<file path="src/rtl/param_rand_matrix_gen.sv">
// Streams a configurable number of dim_m x dim_n signed test matrices in row-major order.
// Fill modes: LFSR-driven uniform random in [min,max], zero, identity, incrementing.
`timescale 1ns/1ps
module param_rand_matrix_gen #(
    parameter int          DATA_W    = 8,
    parameter int          MAX_DIM   = 5,
    parameter int          MAX_COUNT = 10,
    parameter logic [15:0] SEED      = 16'hACE1,
    localparam int         DIM_W     = $clog2(MAX_DIM + 1),
    localparam int         CNT_W     = $clog2(MAX_COUNT + 1)
) (
    input  logic              clk,
    input  logic              rst,
    input  logic [DATA_W-1:0] elem_min_cfg,
    input  logic [DATA_W-1:0] elem_max_cfg,
    input  logic [1:0]        mode,
    input  logic              start_gen,
    input  logic              abort,
    input  logic [DIM_W-1:0]  dim_m,
    input  logic [DIM_W-1:0]  dim_n,
    input  logic [CNT_W-1:0]  count,
    output logic [DATA_W-1:0] out_data,
    output logic [DIM_W-1:0]  out_row,
    output logic [DIM_W-1:0]  out_col,
    output logic              out_last_elem,
    output logic              out_last,
    output logic              out_valid,
    input  logic              out_ready,
    output logic              busy,
    output logic              gen_done,
    output logic              gen_err
);

    typedef enum logic [1:0] {IDLE, CHECK, GEN, DONE} state_t;

    state_t                   state_q;
    logic signed [DATA_W-1:0] min_q, max_q;
    logic [1:0]               mode_q;
    logic [DIM_W-1:0]         m_q, n_q;
    logic [CNT_W-1:0]         cnt_q;
    logic [15:0]              lfsr_q;
    logic signed [DATA_W-1:0] data_q;
    logic [DIM_W-1:0]         row_q, col_q;
    logic [CNT_W-1:0]         mat_q;
    logic [DATA_W:0]          inc_q;
    logic                     valid_q, last_elem_q, last_q, done_q, err_q;

    logic [15:0]              lfsr_adv, lfsr_use;
    logic [DATA_W:0]          rng, inc_step;
    logic [DIM_W-1:0]         row_d, col_d;
    logic [CNT_W-1:0]         mat_d;
    logic [DATA_W:0]          inc_d;
    logic signed [DATA_W-1:0] data_d;
    logic                     last_elem_d, last_d, cfg_bad;

    // Element value for one position; the random offset (lfsr*range)>>16 is always < range.
    function automatic logic signed [DATA_W-1:0] elem_value(
        input logic [1:0]               md,
        input logic [15:0]              lfsr,
        input logic [DIM_W-1:0]         row,
        input logic [DIM_W-1:0]         col,
        input logic [DATA_W:0]          inc,
        input logic signed [DATA_W-1:0] lo,
        input logic [DATA_W:0]          range_w
    );
        logic [DATA_W+16:0] prod;
        logic [DATA_W:0]    lo_x;
        logic [DATA_W:0]    sum;
        lo_x = {lo[DATA_W-1], lo};
        prod = {{(DATA_W+1){1'b0}}, lfsr} * {16'd0, range_w};
        case (md)
            2'd0:    sum = lo_x + prod[DATA_W+16:16];
            2'd1:    sum = '0;
            2'd2:    sum = (row == col) ? (DATA_W+1)'(1) : '0;
            default: sum = lo_x + inc;
        endcase
        return sum[DATA_W-1:0];
    endfunction

    assign rng = {max_q[DATA_W-1], max_q} - {min_q[DATA_W-1], min_q} + (DATA_W+1)'(1);

    assign cfg_bad = (min_q > max_q) || (m_q == '0) || (n_q == '0)
                   || (m_q > DIM_W'(MAX_DIM)) || (n_q > DIM_W'(MAX_DIM))
                   || (cnt_q == '0) || (cnt_q > CNT_W'(MAX_COUNT));

    // In CHECK the first element is built from position zero and the current LFSR;
    // in GEN the following element is built from the advanced position and LFSR.
    always_comb begin
        lfsr_adv = {lfsr_q[14:0], lfsr_q[15] ^ lfsr_q[13] ^ lfsr_q[12] ^ lfsr_q[10]};
        inc_step = (inc_q == rng - (DATA_W+1)'(1)) ? '0 : inc_q + (DATA_W+1)'(1);
        lfsr_use = lfsr_q;
        row_d    = '0;
        col_d    = '0;
        mat_d    = '0;
        inc_d    = '0;
        if (state_q == GEN) begin
            lfsr_use = lfsr_adv;
            if (col_q == n_q - DIM_W'(1)) begin
                if (row_q == m_q - DIM_W'(1)) begin
                    mat_d = mat_q + CNT_W'(1);
                end else begin
                    row_d = row_q + DIM_W'(1);
                    mat_d = mat_q;
                    inc_d = inc_step;
                end
            end else begin
                row_d = row_q;
                col_d = col_q + DIM_W'(1);
                mat_d = mat_q;
                inc_d = inc_step;
            end
        end
        data_d      = elem_value(mode_q, lfsr_use, row_d, col_d, inc_d, min_q, rng);
        last_elem_d = (row_d == m_q - DIM_W'(1)) && (col_d == n_q - DIM_W'(1));
        last_d      = last_elem_d && (mat_d == cnt_q - CNT_W'(1));
    end

    always_ff @(posedge clk or posedge rst) begin
        if (rst) begin
            state_q     <= IDLE;
            min_q       <= '0;
            max_q       <= '0;
            mode_q      <= '0;
            m_q         <= '0;
            n_q         <= '0;
            cnt_q       <= '0;
            lfsr_q      <= SEED;
            data_q      <= '0;
            row_q       <= '0;
            col_q       <= '0;
            mat_q       <= '0;
            inc_q       <= '0;
            valid_q     <= 1'b0;
            last_elem_q <= 1'b0;
            last_q      <= 1'b0;
            done_q      <= 1'b0;
            err_q       <= 1'b0;
        end else begin
            done_q <= 1'b0;
            err_q  <= 1'b0;
            if (abort) begin
                state_q <= IDLE;
                valid_q <= 1'b0;
            end else begin
                case (state_q)
                    IDLE: begin
                        if (start_gen) begin
                            min_q   <= elem_min_cfg;
                            max_q   <= elem_max_cfg;
                            mode_q  <= mode;
                            m_q     <= dim_m;
                            n_q     <= dim_n;
                            cnt_q   <= count;
                            state_q <= CHECK;
                        end
                    end
                    CHECK: begin
                        if (cfg_bad) begin
                            state_q <= DONE;
                            done_q  <= 1'b1;
                            err_q   <= 1'b1;
                        end else begin
                            state_q     <= GEN;
                            valid_q     <= 1'b1;
                            data_q      <= data_d;
                            row_q       <= row_d;
                            col_q       <= col_d;
                            mat_q       <= mat_d;
                            inc_q       <= inc_d;
                            last_elem_q <= last_elem_d;
                            last_q      <= last_d;
                        end
                    end
                    GEN: begin
                        if (valid_q && out_ready) begin
                            lfsr_q <= lfsr_adv;
                            if (last_q) begin
                                valid_q <= 1'b0;
                                state_q <= DONE;
                                done_q  <= 1'b1;
                            end else begin
                                data_q      <= data_d;
                                row_q       <= row_d;
                                col_q       <= col_d;
                                mat_q       <= mat_d;
                                inc_q       <= inc_d;
                                last_elem_q <= last_elem_d;
                                last_q      <= last_d;
                            end
                        end
                    end
                    default: state_q <= IDLE;
                endcase
            end
        end
    end

    assign out_data      = data_q;
    assign out_row       = row_q;
    assign out_col       = col_q;
    assign out_last_elem = last_elem_q;
    assign out_last      = last_q;
    assign out_valid     = valid_q;
    assign busy          = (state_q != IDLE);
    assign gen_done      = done_q;
    assign gen_err       = err_q;

endmodule

</file>
<file path="config.mk">
export PLATFORM = sky130hd
export DESIGN_NAME = param_rand_matrix_gen
export DESIGN_NICKNAME = d
export VERILOG_FILES = /design/src/rtl/param_rand_matrix_gen.sv
export SDC_FILE = /design/constraint.sdc
export NUM_CORES = 1
export LEC_CHECK = 0
export CORE_MARGIN = 2
export CORE_UTILIZATION = 35
export DETAILED_ROUTE_END_ITERATION = 8
export DONT_BUFFER_PORTS = 1
export SYNTH_ARGS = -nofsm -noshare
export SYNTH_HDL_FRONTEND = slang
export SYNTH_SLANG_ARGS = --single-unit
</file>
<file path="constraint.sdc">
create_clock -name clk -period 9.7 [get_ports clk]
set_input_delay 1.94 -clock clk [delete_from_list [all_inputs] [get_ports clk]]
set_output_delay 1.94 -clock clk [all_outputs]
set_load 0.01 [all_outputs]
</file>
-- Yosys cells after proc, flatten, opt, wreduce, memory -nomap -nowiden
Cells that the tools add are included.
- add/subtract/negate cells: 12
- $mul: 1
- $lt $le $gt $ge: 4
- equality and inequality tests: 18
- mux-type cells: 61
- bitwise operators: 4
- reductions and logical operators: 23
- operator list (kind ; count):
    9-bit two-way mux ; 7
    3-bit two-way mux ; 11
    16-bit by 9-bit multiplier with 24-bit output ; 1
    4-bit two-way mux ; 6
    8-bit two-way mux ; 3
    8-bit one-hot mux with 3 select lines ; 1
    9-bit by 1-bit adder with 9-bit output (second input constant) ; 2
    1-bit two-way mux ; 18
    9-bit one-hot mux with 2 select lines ; 1
    8-bit adder ; 2
    16-bit two-way mux ; 1
    8-bit one-hot mux with 2 select lines ; 1
    3-bit == test ; 5
    3-bit one-hot mux with 2 select lines ; 2
    9-bit == test ; 1
    3-bit inequality test (second input constant) ; 3
    3-bit AND reduction ; 3
    8-bit by 8-bit subtractor with 9-bit output ; 1
    9-bit by 1-bit subtractor with 9-bit output (second input constant) ; 1
    8-bit greater-than comparator ; 1
    2-bit two-way mux ; 4
    1-bit one-hot mux with 2 select lines ; 4
    4-bit one-hot mux with 2 select lines ; 1
    4-bit AND reduction ; 2
    23 further kinds ; 41
- register bits: 78
- input bits: 33
- output and inout port bits: 20
- word-level logic and storage cells: 141

-- Longest topological paths before layout
Gate-level depths: netlist of run 1.
- depth after elaboration: 13
- mapped depth: 38
- gate-level depth less buffers: 37

-- Least setup slack after synthesis of run 1
Ideal clock, no wire load.
- kind: register -> register
- from: register min_q[3]
- to: register data_q[7] (netlist: out_data[7])
- arrival: 8.098 ns
- data required time: 9.597 ns
- path slack: 1.499 ns
- stages on the path, launching flop included: 33
- clock period less this slack: 8.201 ns
- cells stage by stage: dfrtp_1 inv_1 ha_1 ha_1 and3b_1 or4_1 o21a_1 o211ai_1 clkbuf_1 nor2_1 fa_1 fa_1 fa_1 inv_1 fa_1 inv_1 ha_1 nand4_1 or4_1 a2111oi_0 o2111a_1 or3_1 nand3_1 a21boi_0 nor2_1 xnor2_1 a22o_1 ha_1 a21oi_1 o21ai_0 xnor2_1 a21oi_1 o41ai_2
- word-level cells in the longest chain between the ends: 13
- elaborated cells on any way between the ends: 25
- RTL lines (element ; RTL line ; source):
    start: declaration ; 37 ; logic signed [DATA_W-1:0] min_q, max_q;
    start signal: assignment ; 148 ; min_q <= elem_min_cfg;
    parallel branches: the longest is 13 deep, another holds 16-bit by 9-bit multiplier with 24-bit output ; -- ;
    end signal: assignment ; 165 ; data_q <= data_d;
    end signal: assignment ; 182 ; data_q <= data_d;
    end: declaration ; 42 ; logic signed [DATA_W-1:0] data_q;
Several ways; the timed one is not identified. The select of a mux whose other input is x is not followed.
A chain may end at the register's enable or synchronous reset.

-- Final worst setup path of run 1
Ends and elaborated chain as after synthesis.

==> impl_results.md, run 1 <==
- Endpoints failing hold: 0
- DP Cell Count: 1,408
- TritonCTS clock tree: done
- Critical path's largest stage delay: 0.55 ns
- Grt total ovfl: 0
- Site row count: 60
- # DRC: 0
- # resized after CTS: 0
- Final Instance Count excl. Fillers: 1,424
- Post-DP Area: 10,100 um^2
- First-pass DRT Iterations: 5
- Crit start category: flop
- R2r setup slk: 0.88 ns
- CP Max Fanout: 18
- Starting Density: 35.7%
- Clock Tree Buf Depth: 2
- Max Cap Viol: 0
- GR Util All Layers: 16.5%
- Worst setup EP type: flop
- Routed len/inst: 15.9 um
- Synthesis-stage register bit count: 78
- Total negative slack: 0 ns
- Status: completed
- Clock transition at path regs: 0.06 ns
- Number of flops mapped to enable cells by yosys: 0
- Slew Viols, Final: 0
- Final GP Congestion: 0.813
- Final setup fails: 0
- Die ar.: 29,000 um^2
- Met1 wire length: 10,300 um
- Hold Crit Class: flop to flop
- Routed via count: 7,208
- Post-CTS Hold Buffers: 0
- Vias in the first global route: 7,409
- Top routing layer in use: met4
- Mapped Cells: 1,056
- Initial drt markers: 346
- IO Port Bufs: 0
- Syn Area/Cell: 9.17 um^2
- Io pins: 53
- PwrDens: 290 nW/um^2
- Synth unique cells: 71
- Leakage power: 5.16 nW
- Core Area: 27,100 um^2
- Largest net degree at the start of global routing: 51
- Sequential element share of the synthesized area: 20.3%
- Via density: 5.06
- Achievable Freq: 113 MHz
- Wire length on met3: 932 um
- Number of diodes: 0
- Critical-path top delay cell: fa_1
- Post-synthesis async set-or-reset flop share: 100%
- Slew margin rel.: 47.6%
- Post-CTS Setup Inserts: 0
- VDD IR max: 258 uV
- Die width: 170 um
- Area grow syn2layout: 7.68%
- Clk_lat worst skew: 0.34 ns
- Top FF cell, synth: dfrtp_1
- Slew @ Worst Pin: 0.764 ns
- Share of cells above drive strength 1: 11.2%
- Worst EP required: 9.93 ns
- Yosys synthesis warning count: 0
- Setup Crit Path Kind: flop to flop
- First-pass GRT wire length: 38,100 um
- ANT nets after route: 0
- Initial antenna violation count: 0
- Fin crit share: 90.9%
- Clk sinks: 78
- Setup Skew: 0.00692 ns
- Unrepaired setup endpoints after global routing: no
- CTS buffer count: 9
- Synthesized net count: 1,273
- Fin area: 10,400 um^2
- CTS Root Cell: clkbuf_16
- CTS H-tree lvls: 3
- NumNets Final: 1,264
- Drt total wl: 22,700 um
- Dpl hpwl: 18,000 um
- WL met2: 11,000 um
- Arrival time worst endpoint: 9.05 ns
- Die height: 170 um
- Minimum clock period: 8.82 ns
- Synthesized area: 9690 um^2
through the flow:
step / hold WS, ns / power, mW / util [%] / worst slack [ns]
3_3_place_gp: 0.488 / 2.65 / 37.4 / 1.10
5_1_grt: 0.528 / 3.27 / 38.5 / 0.435
6_report: 0.501 / 3.02 / 38.5 / 0.883
2_1_floorplan: 0.464 / 2.04 / - / 1.50
4_1_cts: 0.507 / 3.04 / 38.5 / 0.884
3_5_place_dp: 0.494 / 2.67 / 37.4 / 0.939
state kept, by name (all words and copies together), names as in the netlist:
signal / count
out_data: 8
max_q: 8
out_row: 3
out_last_elem: 1
out_last: 1
mat_q: 4
inc_q: 9
min_q: 8
lfsr_q: 16
out_col: 3
cnt_q: 4
out_valid: 1
state_q: 2
n_q: 3
gen_err: 1
gen_done: 1
m_q: 3
mode_q: 2
cells in the final DEF, fill, tap and decap left out, drive strengths merged, types with 18 or more instances in the layout:
master	instances
inv	160
nor2	105
fa	98
nand2	94
ha	86
dfrtp	70
mux2	59
xnor2	42
o21ai	36
nand3	24
mux2i	18
a21oi	18
Yosys cell counts, drive strengths merged (14+ instances only):
library cell	count	area share [%]
mux2	59	6.9
dfrtp	70	18
o21ai	36	1.9
nand3	24	1.3
a21oi	18	0.93
nor2	105	4.1
ha	86	11
nor2b	14	0.90
nand2b	17	1.1
mux2i	18	1.9
clkbuf	27	1.0
fa	98	20
xnor2	42	3.9
inv	160	6.2
nand2	94	3.6
o31ai	17	1.3
xor2	15	1.6
final cells by class:
cell class | instances | area [um^2]
clock buffers | 10 | 239
clock inverters | 6 | 70.1
fillers | 2758 | 16700
inverters | 161 | 606
multi-input cells | 784 | 6990
flip-flops and latches | 78 | 1960
well taps | 372 | 465
repair buffers | 13 | 97.6
report_power, final:
part	switching, mW	internal (mW)
clock network	0.145	0.208
logic	1.40	0.754
registers	0.104	0.411
total	1.65	1.37
worst paths after layout:
kind / startpoint / endpoint / cells past startpoint
min reg2reg: lfsr_q[0] / lfsr_q[0] / 2
max in group asynchronous: rst / max_q[0] / 2
max reg2reg: min_q[3] / out_data[7] / 32
max: min_q[3] / out_data[7] / 32
min in group asynchronous: rst / lfsr_q[4] / 1
min: lfsr_q[0] / lfsr_q[0] / 2
worst max-delay path: cells and delay by family (launching register included):
family | cells | cell delay [ns]
DFF | 1 | 0.42
adders and majority gates | 8 | 3.43
AOI/OAI and AO/OA | 10 | 1.99
buffers and inverters | 4 | 0.55
xor gates and xnor gates | 2 | 0.32
and+or+nand+nor | 8 | 1.97
routing by layer:
metal  vias to the layer above  global-route usage [%]
met2                       141                    28.2
met5                         -                       0
li1                       3469                       -
met1                      3577                    21.5
met4                         0                    5.13
met3                        21                    2.49
cell families after synthesis:
family	count (synthesis)	share of synthesized area [%]
fa+ha+maj	184	31.4
simple gates	320	15.5
buf+inv	194	7.59
flops	78	20.3
xor+xnor	59	5.98
mux	77	8.72
compound gates	144	10.6
No activity file was read; power rests on OpenSTA's default activity.
==> inputs of run 2 (changes only) <==
Settings changed: SLEW_MARGIN set to 15.
==> results of run 2 <==
Final layout, timing and power as in run 1 (identical DEF).
